--- config.mk ---
export PLATFORM = sky130hd
export DESIGN_NAME = hdmi_fb_writer_flat
export DESIGN_NICKNAME = d
export VERILOG_FILES = /design/src/rtl/hdmi_fb_writer_if.sv /design/src/rtl/hdmi_fb_writer.sv /design/src/flat_wrapper.sv
export SDC_FILE = /design/constraint.sdc
export NUM_CORES = 1
export LEC_CHECK = 0
export ABC_AREA = 0
export CELL_PAD_IN_SITES_DETAIL_PLACEMENT = 0
export CELL_PAD_IN_SITES_GLOBAL_PLACEMENT = 1
export CORE_MARGIN = 3
export CORE_UTILIZATION = 25
export CTS_CLUSTER_SIZE = 40
export DETAILED_ROUTE_END_ITERATION = 8
export GPL_TIMING_DRIVEN = 1
export PLACE_DENSITY = 0.94
export SLEW_MARGIN = 40
export SYNTH_ARGS = -nofsm -noshare
export SYNTH_HDL_FRONTEND = slang
export SYNTH_SLANG_ARGS = --single-unit
--- constraint.sdc ---
create_clock -name clk -period 2.6 [get_ports clk]
set_input_delay 0.52 -clock clk [delete_from_list [all_inputs] [get_ports clk]]
set_output_delay 0.52 -clock clk [all_outputs]
set_load 0.01 [all_outputs]
--- src/rtl/hdmi_fb_writer_if.sv ---
// Framebuffer writer bus: packet request, 64-bit data stream, buffer select
// and the dedicated MCB write port, bundled for the writer and its neighbours.
interface hdmi_fb_writer_if #(
  parameter int LEN_W = 8
);
  logic             pkt_start_in;
  logic             pkt_ready_out;
  logic [18:0]      pkt_addr_in;
  logic [LEN_W-1:0] pkt_len_in;
  logic             in_valid;
  logic             in_ready;
  logic [63:0]      in_data;
  logic             fb_swap_in;
  logic             fb_num_out;
  logic             done_out;
  logic             err_out;
  logic             mcb_cmd_en_out;
  logic [2:0]       mcb_cmd_instr_out;
  logic [5:0]       mcb_cmd_bl_out;
  logic [29:0]      mcb_cmd_byte_addr_out;
  logic             mcb_cmd_full_in;
  logic             mcb_wr_en_out;
  logic [7:0]       mcb_wr_mask_out;
  logic [63:0]      mcb_wr_data_out;
  logic             mcb_wr_full_in;
  logic             mcb_wr_error_in;
  logic             mcb_wr_underrun_in;

  modport slave (
    input  pkt_start_in, pkt_addr_in, pkt_len_in, in_valid, in_data, fb_swap_in,
           mcb_cmd_full_in, mcb_wr_full_in, mcb_wr_error_in, mcb_wr_underrun_in,
    output pkt_ready_out, in_ready, fb_num_out, done_out, err_out,
           mcb_cmd_en_out, mcb_cmd_instr_out, mcb_cmd_bl_out, mcb_cmd_byte_addr_out,
           mcb_wr_en_out, mcb_wr_mask_out, mcb_wr_data_out
  );

  modport master (
    output pkt_start_in, pkt_addr_in, pkt_len_in, in_valid, in_data, fb_swap_in,
           mcb_cmd_full_in, mcb_wr_full_in, mcb_wr_error_in, mcb_wr_underrun_in,
    input  pkt_ready_out, in_ready, fb_num_out, done_out, err_out,
           mcb_cmd_en_out, mcb_cmd_instr_out, mcb_cmd_bl_out, mcb_cmd_byte_addr_out,
           mcb_wr_en_out, mcb_wr_mask_out, mcb_wr_data_out
  );
endinterface

--- src/rtl/hdmi_fb_writer.sv ---
// Framebuffer fill stage: turns write packets into BEATS-word MCB write
// bursts (data first, then the command) and owns the double-buffer select.
module hdmi_fb_writer #(
  parameter int LEN_W = 8,
  parameter int BEATS = 8
) (
  input logic             clk,
  input logic             rst,
  hdmi_fb_writer_if.slave bus
);
  localparam int CNT_W = (BEATS > 1) ? $clog2(BEATS) : 1;

  typedef enum logic [1:0] {IDLE, DATA, CMD} state_t;

  state_t           state;
  logic [18:0]      burst_addr;
  logic [CNT_W-1:0] word_cnt;
  logic [LEN_W-1:0] bursts_left;
  logic             swap_pend;
  logic             fb_num;
  logic             done;
  logic             err;
  logic             accept;
  logic             issue;

  // Handshakes are combinational on the registered state and the FIFO flags.
  always_comb begin
    accept = (state == DATA) && bus.in_valid && !bus.mcb_wr_full_in;
    issue  = (state == CMD) && !bus.mcb_cmd_full_in;
  end

  assign bus.pkt_ready_out         = (state == IDLE);
  assign bus.in_ready              = (state == DATA) && !bus.mcb_wr_full_in;
  assign bus.mcb_wr_en_out         = accept;
  assign bus.mcb_wr_data_out       = bus.in_data;
  assign bus.mcb_wr_mask_out       = '0;
  assign bus.mcb_cmd_en_out        = issue;
  assign bus.mcb_cmd_instr_out     = 3'b000;
  assign bus.mcb_cmd_bl_out        = 6'(BEATS - 1);
  assign bus.mcb_cmd_byte_addr_out = {5'b0, burst_addr, 6'b0};
  assign bus.fb_num_out            = fb_num;
  assign bus.done_out              = done;
  assign bus.err_out               = err;

  // Packet sequencing, burst addressing, buffer swap and sticky error.
  always_ff @(posedge clk or posedge rst) begin
    if (rst) begin
      state       <= IDLE;
      burst_addr  <= '0;
      word_cnt    <= '0;
      bursts_left <= '0;
      swap_pend   <= 1'b0;
      fb_num      <= 1'b0;
      done        <= 1'b0;
      err         <= 1'b0;
    end else begin
      done <= 1'b0;
      if (bus.mcb_wr_error_in || bus.mcb_wr_underrun_in) err <= 1'b1;

      // A swap request seen while idle acts at once; otherwise it waits for
      // the packet to finish so a frame is never split across buffers.
      if (state == IDLE && (swap_pend || bus.fb_swap_in)) begin
        fb_num    <= ~fb_num;
        swap_pend <= 1'b0;
      end else if (bus.fb_swap_in) begin
        swap_pend <= 1'b1;
      end

      case (state)
        IDLE: begin
          if (bus.pkt_start_in) begin
            burst_addr  <= bus.pkt_addr_in;
            bursts_left <= bus.pkt_len_in;
            word_cnt    <= '0;
            if (bus.pkt_len_in == '0) done  <= 1'b1;
            else                      state <= DATA;
          end
        end
        DATA: begin
          if (accept) begin
            if (word_cnt == CNT_W'(BEATS - 1)) begin
              word_cnt <= '0;
              state    <= CMD;
            end else begin
              word_cnt <= word_cnt + 1'b1;
            end
          end
        end
        CMD: begin
          if (issue) begin
            burst_addr[17:0] <= burst_addr[17:0] + 18'd1;
            bursts_left      <= bursts_left - LEN_W'(1);
            if (bursts_left == LEN_W'(1)) begin
              done  <= 1'b1;
              state <= IDLE;
            end else begin
              state <= DATA;
            end
          end
        end
        default: state <= IDLE;
      endcase
    end
  end
endmodule

--- src/flat_wrapper.sv ---
// flat-port wrapper written by rule: the top's interface ports become plain ports
module hdmi_fb_writer_flat 
#(
  parameter int LEN_W = 8,
  parameter int BEATS = 8
)
  (clk, rst, bus_pkt_start_in, bus_pkt_addr_in, bus_pkt_len_in, bus_in_valid, bus_in_data, bus_fb_swap_in, bus_mcb_cmd_full_in, bus_mcb_wr_full_in, bus_mcb_wr_error_in, bus_mcb_wr_underrun_in, bus_pkt_ready_out, bus_in_ready, bus_fb_num_out, bus_done_out, bus_err_out, bus_mcb_cmd_en_out, bus_mcb_cmd_instr_out, bus_mcb_cmd_bl_out, bus_mcb_cmd_byte_addr_out, bus_mcb_wr_en_out, bus_mcb_wr_mask_out, bus_mcb_wr_data_out);
  hdmi_fb_writer_if #(.LEN_W(LEN_W)) bus_i ();
  input logic clk;
  input logic rst;
  input wire logic [$bits(bus_i.pkt_start_in)-1:0] bus_pkt_start_in;
  input wire logic [$bits(bus_i.pkt_addr_in)-1:0] bus_pkt_addr_in;
  input wire logic [$bits(bus_i.pkt_len_in)-1:0] bus_pkt_len_in;
  input wire logic [$bits(bus_i.in_valid)-1:0] bus_in_valid;
  input wire logic [$bits(bus_i.in_data)-1:0] bus_in_data;
  input wire logic [$bits(bus_i.fb_swap_in)-1:0] bus_fb_swap_in;
  input wire logic [$bits(bus_i.mcb_cmd_full_in)-1:0] bus_mcb_cmd_full_in;
  input wire logic [$bits(bus_i.mcb_wr_full_in)-1:0] bus_mcb_wr_full_in;
  input wire logic [$bits(bus_i.mcb_wr_error_in)-1:0] bus_mcb_wr_error_in;
  input wire logic [$bits(bus_i.mcb_wr_underrun_in)-1:0] bus_mcb_wr_underrun_in;
  output wire logic [$bits(bus_i.pkt_ready_out)-1:0] bus_pkt_ready_out;
  output wire logic [$bits(bus_i.in_ready)-1:0] bus_in_ready;
  output wire logic [$bits(bus_i.fb_num_out)-1:0] bus_fb_num_out;
  output wire logic [$bits(bus_i.done_out)-1:0] bus_done_out;
  output wire logic [$bits(bus_i.err_out)-1:0] bus_err_out;
  output wire logic [$bits(bus_i.mcb_cmd_en_out)-1:0] bus_mcb_cmd_en_out;
  output wire logic [$bits(bus_i.mcb_cmd_instr_out)-1:0] bus_mcb_cmd_instr_out;
  output wire logic [$bits(bus_i.mcb_cmd_bl_out)-1:0] bus_mcb_cmd_bl_out;
  output wire logic [$bits(bus_i.mcb_cmd_byte_addr_out)-1:0] bus_mcb_cmd_byte_addr_out;
  output wire logic [$bits(bus_i.mcb_wr_en_out)-1:0] bus_mcb_wr_en_out;
  output wire logic [$bits(bus_i.mcb_wr_mask_out)-1:0] bus_mcb_wr_mask_out;
  output wire logic [$bits(bus_i.mcb_wr_data_out)-1:0] bus_mcb_wr_data_out;
  assign bus_i.pkt_start_in = bus_pkt_start_in;
  assign bus_i.pkt_addr_in = bus_pkt_addr_in;
  assign bus_i.pkt_len_in = bus_pkt_len_in;
  assign bus_i.in_valid = bus_in_valid;
  assign bus_i.in_data = bus_in_data;
  assign bus_i.fb_swap_in = bus_fb_swap_in;
  assign bus_i.mcb_cmd_full_in = bus_mcb_cmd_full_in;
  assign bus_i.mcb_wr_full_in = bus_mcb_wr_full_in;
  assign bus_i.mcb_wr_error_in = bus_mcb_wr_error_in;
  assign bus_i.mcb_wr_underrun_in = bus_mcb_wr_underrun_in;
  assign bus_pkt_ready_out = bus_i.pkt_ready_out;
  assign bus_in_ready = bus_i.in_ready;
  assign bus_fb_num_out = bus_i.fb_num_out;
  assign bus_done_out = bus_i.done_out;
  assign bus_err_out = bus_i.err_out;
  assign bus_mcb_cmd_en_out = bus_i.mcb_cmd_en_out;
  assign bus_mcb_cmd_instr_out = bus_i.mcb_cmd_instr_out;
  assign bus_mcb_cmd_bl_out = bus_i.mcb_cmd_bl_out;
  assign bus_mcb_cmd_byte_addr_out = bus_i.mcb_cmd_byte_addr_out;
  assign bus_mcb_wr_en_out = bus_i.mcb_wr_en_out;
  assign bus_mcb_wr_mask_out = bus_i.mcb_wr_mask_out;
  assign bus_mcb_wr_data_out = bus_i.mcb_wr_data_out;
  hdmi_fb_writer #(.LEN_W(LEN_W), .BEATS(BEATS)) u_core (.clk(clk), .rst(rst), .bus(bus_i));
endmodule
# Word-level counts from Yosys, hierarchy flattened
# Cells that the tools add are included.
# op_classes
muxes	24
n_bitwise	1
n_addsub	3
n_eq_ne	9
reduce_logical	18
# ops
op	count
$mux 18	2
$pmux 18 s2	1
$add 18x1->18 const B	1
$mux 8	2
$pmux 8 s2	1
$mux 2	5
$ne 2x2->1 const B	5
$mux 3	3
$eq 8x1->1 const B	1
$logic_not 8->1	1
$sub 8x1->8 const B	1
$mux 1	7
$pmux 2 s3	1
$pmux 3 s2	1
$reduce_and 3->1	2
$reduce_bool 2->1	3
$logic_and 1x1->1	5
$reduce_and 5->1	1
$add 3x1->3 const B	1
$eq 3x3->1 const B	1
$eq 2x1->1 const B	1
$eq 2x2->1 const B	1
$logic_not 1->1	2
$logic_not 2->1	1
other kinds (4)	5
# word_totals
register_bits	36
out_inout_bits	118
in_bits	100
elab_cells	64

# Longest topological paths before layout
# Gate-level depths: netlist of run 1.
# depth
ltp_word	5
mapped_depth	7
ltp_nobuf	6

# Worst setup path after synthesis of run 1
# No wires, ideal clock.
# synth_timing
kind	reg-to-reg
startpoint	register u_core.bursts_left[0]
endpoint	register u_core.bursts_left[6]
arrival_ps	1697
t_required_ps	2521
setup_time_ps	79
path_stages_with_launch	7
period_less_slack_ps	1776
path_buffers	0
slack_ps	824
path_cell_list	dfrtp_1 > inv_1 > ha_1 > or3b_2 > or3_1 > a21oi_1 > a2bb2oi_1
# synth_via
elab_chain_len	3
# synth_rtl
item	line	source
start, declared	hdmi_fb_writer.sv:18	logic [LEN_W-1:0] bursts_left;
start signal, assigned	hdmi_fb_writer.sv:73	bursts_left <= bus.pkt_len_in;
start signal, assigned	hdmi_fb_writer.sv:92	bursts_left <= bursts_left - LEN_W'(1);
$sub 8x1->8	hdmi_fb_writer.sv:92	
$mux 8	hdmi_fb_writer.sv:90	if (issue) begin
$pmux 8 s2	hdmi_fb_writer.sv:69	case (state)
# No other way between the ends. The select of a mux whose other input is x is not followed.
# A chain may end at the register's enable or synchronous reset.

# Final worst setup path of run 1
# layout_timing
startpoint	register u_core.state[1]
endpoint	output port bus_in_ready
# layout_via
elab_chain_len	2
# layout_rtl
item	line	source
start, declared	hdmi_fb_writer.sv:15	state_t state;
start signal, assigned	hdmi_fb_writer.sv:48	state <= IDLE;
start signal, assigned	hdmi_fb_writer.sv:76	else state <= DATA;
start signal, assigned	hdmi_fb_writer.sv:83	state <= CMD;
$eq 2x1->1	hdmi_fb_writer.sv:33	assign bus.in_ready = (state == DATA) && !bus.mcb_wr_full_in;
$logic_and 1x1->1	hdmi_fb_writer.sv:33	
end, declared	flat_wrapper.sv:22	output wire logic [$bits(bus_i.in_ready)-1:0] bus_in_ready;
# No other way between the ends.

==> results of run 1 <==
==> cell usage after synthesis (3+ instances only) <==
library cell / number
inv_1: 6
nor2_1: 23
a2bb2oi_1: 4
mux2i_1: 3
o22ai_1: 7
o21ai_0: 18
nand2b_1: 3
o31ai_1: 3
and4_1: 4
nor3_1: 6
dfrtp_1: 36
buf_2: 8
nor4_1: 5
nand3_1: 16
o2bb2ai_1: 3
a21oi_1: 33
clkbuf_1: 6
or3_1: 3
and3_1: 4
nor3b_1: 4
nand2_1: 18
buf_4: 94
ha_1: 5
==> flip-flops by register name (all words and copies together), names as in the netlist <==
| signal | count |
|---|---|
| u_core.swap_pend | 1 |
| u_core.bus.err_out | 1 |
| u_core.bus.done_out | 1 |
| u_core.state | 2 |
| u_core.burst_addr | 19 |
| u_core.word_cnt | 3 |
| u_core.bursts_left | 8 |
| u_core.bus.fb_num_out | 1 |
==> area by class of cell <==
type                            instances  area, um2  share of cell area, %
Tap cell                              143      178.9                  5.487
Multi-Input combinational cell        226       1323                  40.56
Inverter                                6      22.52                 0.6907
Clock inverter                          1      7.507                 0.2302
Timing Repair Buffer                   71      685.7                  21.03
Clock buffer                            7      142.6                  4.375
Sequential cell                        36      900.9                  27.63
==> power groups by stage <==
stage | Clock (mW) | Combinational [mW] | Sequential, mW
2_1_floorplan | 0 | 0.875 | 1.11
3_3_place_gp | 0 | 1.30 | 1.10
3_5_place_dp | 0 | 1.33 | 1.12
4_1_cts | 0.638 | 1.34 | 1.12
5_1_grt | 0.663 | 1.46 | 1.17
6_report | 0.612 | 1.32 | 1.12
==> logic make-up (layout without fill, tap and decap cells) <==
| logic type | count (synthesis) | after routing | synth area share, % |
|---|---|---|---|
| buf+inv | 117 | 85 | 28.06 |
| fa+ha+maj | 5 | 5 | 2.120 |
| mux | 5 | 5 | 1.780 |
| compound gates | 90 | 90 | 19.42 |
| simple gates | 97 | 97 | 17.55 |
| other cells | 2 | 28 | 0.2544 |
| xor+xnor | 1 | 1 | 0.2968 |
| flops | 36 | 36 | 30.52 |
==> placed cells by master, fill, tap and decap left out, drive strengths merged, types with 3 or more instances in the layout <==
cell type | netlist | final
clkdlybuf4s50 | 0 | 61
dfrtp | 36 | 36
a21oi | 34 | 34
conb | 2 | 28
nor2 | 23 | 23
nand2 | 18 | 18
o21ai | 18 | 18
nand3 | 16 | 16
buf | 105 | 10
o22ai | 7 | 7
clkbuf | 6 | 7
nor3 | 6 | 6
inv | 6 | 6
nor4 | 5 | 5
ha | 5 | 5
and4 | 4 | 4
and3 | 4 | 4
nor3b | 4 | 4
a2bb2oi | 4 | 4
nand2b | 3 | 3
or3 | 3 | 3
o2bb2ai | 3 | 3
mux2i | 3 | 3
o31ai | 3 | 3
nand4 | 3 | 3
==> metal layers <==
layer  global-route usage (%)  share of wire (%)
met1                    13.35                 43
met2                    17.69                 49
met3                    2.748                6.2
met4                    4.117                1.6
met5                        0                  0
==> worst min path at each step <==
stage | cells after the start | endpoint | startpoint | slack [ns]
finish | 1 | u_core.bus.err_out | u_core.bus.err_out | 0.48
global route | 1 | u_core.bus.fb_num_out | u_core.bus.fb_num_out | 0.50
CTS | 1 | u_core.bus.fb_num_out | u_core.bus.fb_num_out | 0.49
detailed placement | 1 | u_core.bus.fb_num_out | u_core.bus.fb_num_out | 0.48
global placement | 1 | u_core.bus.fb_num_out | u_core.bus.fb_num_out | 0.47
floorplan | 2 | u_core.swap_pend | u_core.swap_pend | 0.46
==> metrics by stage <==
stage | power, mW | std cells | hold slack [ns]
2_1_floorplan | 1.982 | 379 | 0.4586
3_3_place_gp | 2.401 | 482 | 0.4662
3_5_place_dp | 2.448 | 482 | 0.4816
4_1_cts | 3.088 | 490 | 0.4920
5_1_grt | 3.294 | 490 | 0.4958
6_report | 3.055 | 490 | 0.4810
==> flow_metrics.tcl, run 1 <==
set metrics [dict create \
    status "finished clean" \
    nNetsFinal 451 \
    setup-tns-final_ns 0 \
    crit_slowest_cell "clkdlybuf4s50_1" \
    cts_root_buf "clkbuf_16" \
    worstPathRequired_ns 2.08 \
    drt_wl_total_um 7299 \
    path_depth 4 \
    clk_pin_slew_ns 0.06 \
    rows 39 \
    syn_inst 353 \
    reg2reg_from "u_core.bursts_left[0]" \
    worstSetupPathType "flop to primary output" \
    p_comb_share_pct 43.3 \
    ys_ff_latch 36 \
    crit_family "buffers and inverters" \
    rrSetupSlack_ns 0.68 \
    crit_chain "inv_1, nand2_1, nor2_1, clkdlybuf4s50_1" \
    n_fill_cell 1196 \
    areaGrowthSynthToFinish_pct 10.47 \
    setup_viol 0 \
    reg2reg_depth 6 \
    synthFlopType "dfrtp_1" \
    clockBufferDepth 2 \
    crit_path_start_kind "flop" \
    worst-path-buf-inv 2 \
    switching_power_mw 1.166 \
    num_antenna_cells 0 \
    vdd_drop_max_mv 0.2661 \
    coreArea_um2 11470 \
    postSynthAreaPerCell_um2 8.361 \
    portBuffers 61 \
    drc 0 \
    numCtsBuffers 5 \
    clock_power_share_pct 20.1 \
    worstHoldPathType "flop to flop" \
    min_period_over_period_pct 91.94 \
    fp.dieW_um 114.7 \
    cts_resized 0 \
    antenna_found_initial 0 \
    die_h_um 114.7 \
    pre_cts_slack_ns 0.2305 \
    seq_area_frac_synth_pct 30.52 \
    clock_sinks 36 \
    start_util_pct 25.74 \
    yosysTopAreaCell "dfrtp_1" \
    power.density_nw_per_um2 936.9 \
    stdcell_area_um2 3261 \
    die-area_um2 13150 \
    fin_ws_ns 0.2095 \
    synthTopCellsByArea "dfrtp_1 (31%), buf_4 (24%), a21oi_1 (5.6%)" \
    utilization_pct 28.43 \
    synth_warnings 0 \
    drv_slew 0 \
    drive_gt1_share_pct 8.357 \
    cts_tree "yes" \
    ctsHoldBuffers 0 \
    crit_fanout 12 \
    wl_per_cell_um 14.90 \
    synth_cell_types 53 \
    placed_area_um2 3110 \
    gp_congestion 0.8637 \
    sw_frac_of_total_pct 38.17 \
    finClkSkew_ns 0.006379 \
    num_vias 2357 \
    period_minus_slack_ns 2.391 \
    insertion_delay_ns 0.28 \
    grt-ovfl-total 0 \
    synth-edff-count 0 \
    grt_pass1_vias 2261 \
    reg2reg_to "u_core.bursts_left[6]" \
    synthArstFlopShare_pct 100.0 \
    drt_iter0_drc 242 \
    h-tree-depth 2 \
    cts_setup_buffers 0 \
    hpwl_um 5432 \
    grt_max_degree 40 \
    p_seq_share_pct 36.7 \
    syn-cell-area_um2 2952 \
    cp-end-kind "primary output" \
    io_pins 218 \
    ant_nets 0 \
    crit_start "u_core.state[1]" \
    dr.pass1.iters 4 \
    hold_viol_final 0 \
    endpoint "bus_in_ready" \
    p_int_mw 1.889 \
    maxCapViolCount 0 \
    critPathArrivalTime_ns 1.87 \
    netlist.area_leader.share_pct 30.52 \
    grt_pass1_wl_um 11430 \
    track_usage_pct 10.71 \
    fmax_ghz 0.4183 \
    avgViaCountPerCell 4.810 \
    critical_path.max_stage_delay_ns 0.54 \
    grt_setup_unrepaired "false" \
    power_leakage_nw 1.292 \
]
No activity file was read; power rests on OpenSTA's default activity.
==> run 2: changes to the inputs <==
- HOLD_SLACK_MARGIN: not set -> 0.08
==> results of run 2 <==
No change in the layout: final DEF, timing and power equal those of run 1.
==> run 3: changes to the inputs <==
--- a/config.mk
+++ b/config.mk
@@ -11,8 +11,9 @@
 export CORE_MARGIN = 3
-export CORE_UTILIZATION = 25
+export CORE_UTILIZATION = 45
 export CTS_CLUSTER_SIZE = 40
 export DETAILED_ROUTE_END_ITERATION = 8
+export DONT_BUFFER_PORTS = 1
 export GPL_TIMING_DRIVEN = 1
 export HOLD_SLACK_MARGIN = 0.08
-export PLACE_DENSITY = 0.94
+export PLACE_DENSITY = 0.91
 export SLEW_MARGIN = 40
--- a/constraint.sdc
+++ b/constraint.sdc
@@ -3,2 +3,2 @@
 set_output_delay 0.52 -clock clk [all_outputs]
-set_load 0.01 [all_outputs]
+set_load 0.1 [all_outputs]
==> flow_metrics.tcl, run 3 (synthesis gave the netlist of run 1 again) <==
set metrics [dict create \
    grt_pass1_wl_um 10180 \
    clock_sinks 36 \
    crit_fanout 12 \
    period_minus_slack_ns 2.145 \
    power.density_nw_per_um2 1498 \
    max_slew_margin_pct 40.98 \
    finalNonFillerCells 379 \
    cts_resized 0 \
    crit_chain "inv_1, nand2_1, nor2_2, buf_4" \
    setup-tns-final_ns 0 \
    num_antenna_cells 0 \
    cts_setup_buffers 0 \
    hold_viol_final 0 \
    critPathArrivalTime_ns 1.63 \
    power_leakage_nw 1.123 \
    nNetsFinal 408 \
    crit_slowest_cell "dfrtp_1" \
    rows 28 \
    clk_pin_slew_ns 0.08 \
    drt_iter0_drc 135 \
    worstPathRequired_ns 2.08 \
    portBuffers 0 \
    fin_ws_ns 0.4548 \
    min_period_over_period_pct 82.51 \
    cp-end-kind "primary output" \
    worstSetupPathType "flop to primary output" \
    fmax_ghz 0.4661 \
    drt_wl_total_um 6632 \
    worst-path-buf-inv 2 \
    worstHoldPathType "input pin to flop" \
    start_util_pct 48.14 \
    grt_max_degree 41 \
    reg_top3 "u_core.burst_addr x19, u_core.bursts_left x8, u_core.word_cnt x3" \
    critical_path.max_stage_delay_ns 0.51 \
    status "finished clean" \
    die-area_um2 7567 \
    clockBufferDepth 2 \
    num_vias 2221 \
    final_cell_mix "a21oi_1 (33), dfrtp_1 (33), conb_1 (28), buf_4 (26), nor2_1 (20)" \
    avgViaCountPerCell 5.860 \
    hold_start "bus_mcb_cmd_full_in" \
    io_pins 218 \
    fp.dieW_um 86.99 \
    wl_per_cell_um 17.50 \
    drc 0 \
    holdPathEnd "u_core.bus.done_out" \
    reg2reg_from "u_core.state[1]" \
    cts_root_buf "clkbuf_8" \
    ant_nets 0 \
    antenna_found_initial 0 \
    die_h_um 86.99 \
    numCtsBuffers 5 \
    grt_setup_unrepaired "false" \
    gp_congestion 0.8026 \
    areaGrowthSynthToFinish_pct -9.326 \
    pre_cts_slack_ns 0.6471 \
    track_usage_pct 16.91 \
    setup_viol 0 \
    reg2reg_depth 4 \
    drive_gt1_share_pct 17.11 \
    largest_register_ffs 19 \
    crit_start "u_core.state[1]" \
    finClkSkew_ns 0.01226 \
    maxCapViolCount 0 \
    hpwl_um 4875 \
    grt-ovfl-total 0 \
    min_path_cells 1 \
    vdd_drop_max_mv 0.7052 \
    h-tree-depth 2 \
    largest_register "u_core.burst_addr" \
    cts_tree "yes" \
    p_total_mw 4.008 \
    placed_cells 370 \
    crit_path_start_kind "flop" \
    whs_ns 0.3324 \
    coreArea_um2 6131 \
    n_fill_cell 593 \
    reg2reg_to "u_core.burst_addr[17]" \
    dr.pass1.iters 4 \
    crit_family "buffers and inverters" \
    drv_slew 0 \
    rrSetupSlack_ns 0.62 \
    insertion_delay_ns 0.29 \
    grt_pass1_vias 2084 \
    worstMarginPinSlew_ns 0.8853 \
]
## run 3: cell types whose count changed in the layout (fill, tap and decap cells not counted), moves of 5 or more
cell             before  now
buf_4                10   26
clkbuf_16             5    0
clkbuf_8              1    7
clkdlybuf4s50_1      61    0
## run 3: how the worst max path moves through the flow
stage                                 end  slack, ns  depth (start not counted)
floorplan           u_core.bus.fb_num_out       0.02                          4
global placement    u_core.burst_addr[17]       0.70                          4
detailed placement  u_core.burst_addr[17]       0.65                          4
CTS                          bus_in_ready       0.46                          4
global route                 bus_in_ready       0.33                          4
finish                       bus_in_ready       0.45                          4
## run 3: power by group
group          leakage (nW)  total (mW)  switching, mW  internal (mW)
clock network        0.0515       0.449          0.207          0.242
registers             0.416        1.24          0.425          0.812
logic                 0.655        2.32           1.77          0.552
total                  1.12        4.01           2.40           1.61
## run 3: through the flow
stage | utilization (%) | area, um2
2_1_floorplan | - | 3054
3_3_place_gp | 41.80 | 2562
3_5_place_dp | 41.86 | 2566
4_1_cts | 43.65 | 2676
5_1_grt | 43.65 | 2676
6_report | 43.65 | 2676
## run 3: routing by layer
layer / GRT usage [%] / up-vias / routed length [um]
li1: - / 1030 / -
met1: 19.05 / 1053 / 2465
met2: 28.64 / 100 / 3349
met3: 4.825 / 38 / 565
met4: 9.207 / 0 / 251
met5: 0 / - / 0
## run 3: repair_timing
action,4_1_cts,5_1_grt
setup endpoints to repair,0,0
hold buffers,1,0
hold endpoints to repair,1,0
## run 3: cell type report
cell class,count,area (um2),share of cell area [%]
timing repair buffer,28,225.2,8.415
multi-input combinational,226,1330,49.70
sequential,36,904.6,33.80
inverter,6,22.52,0.8415
clock buffer,8,100.1,3.740
tap,75,93.84,3.506
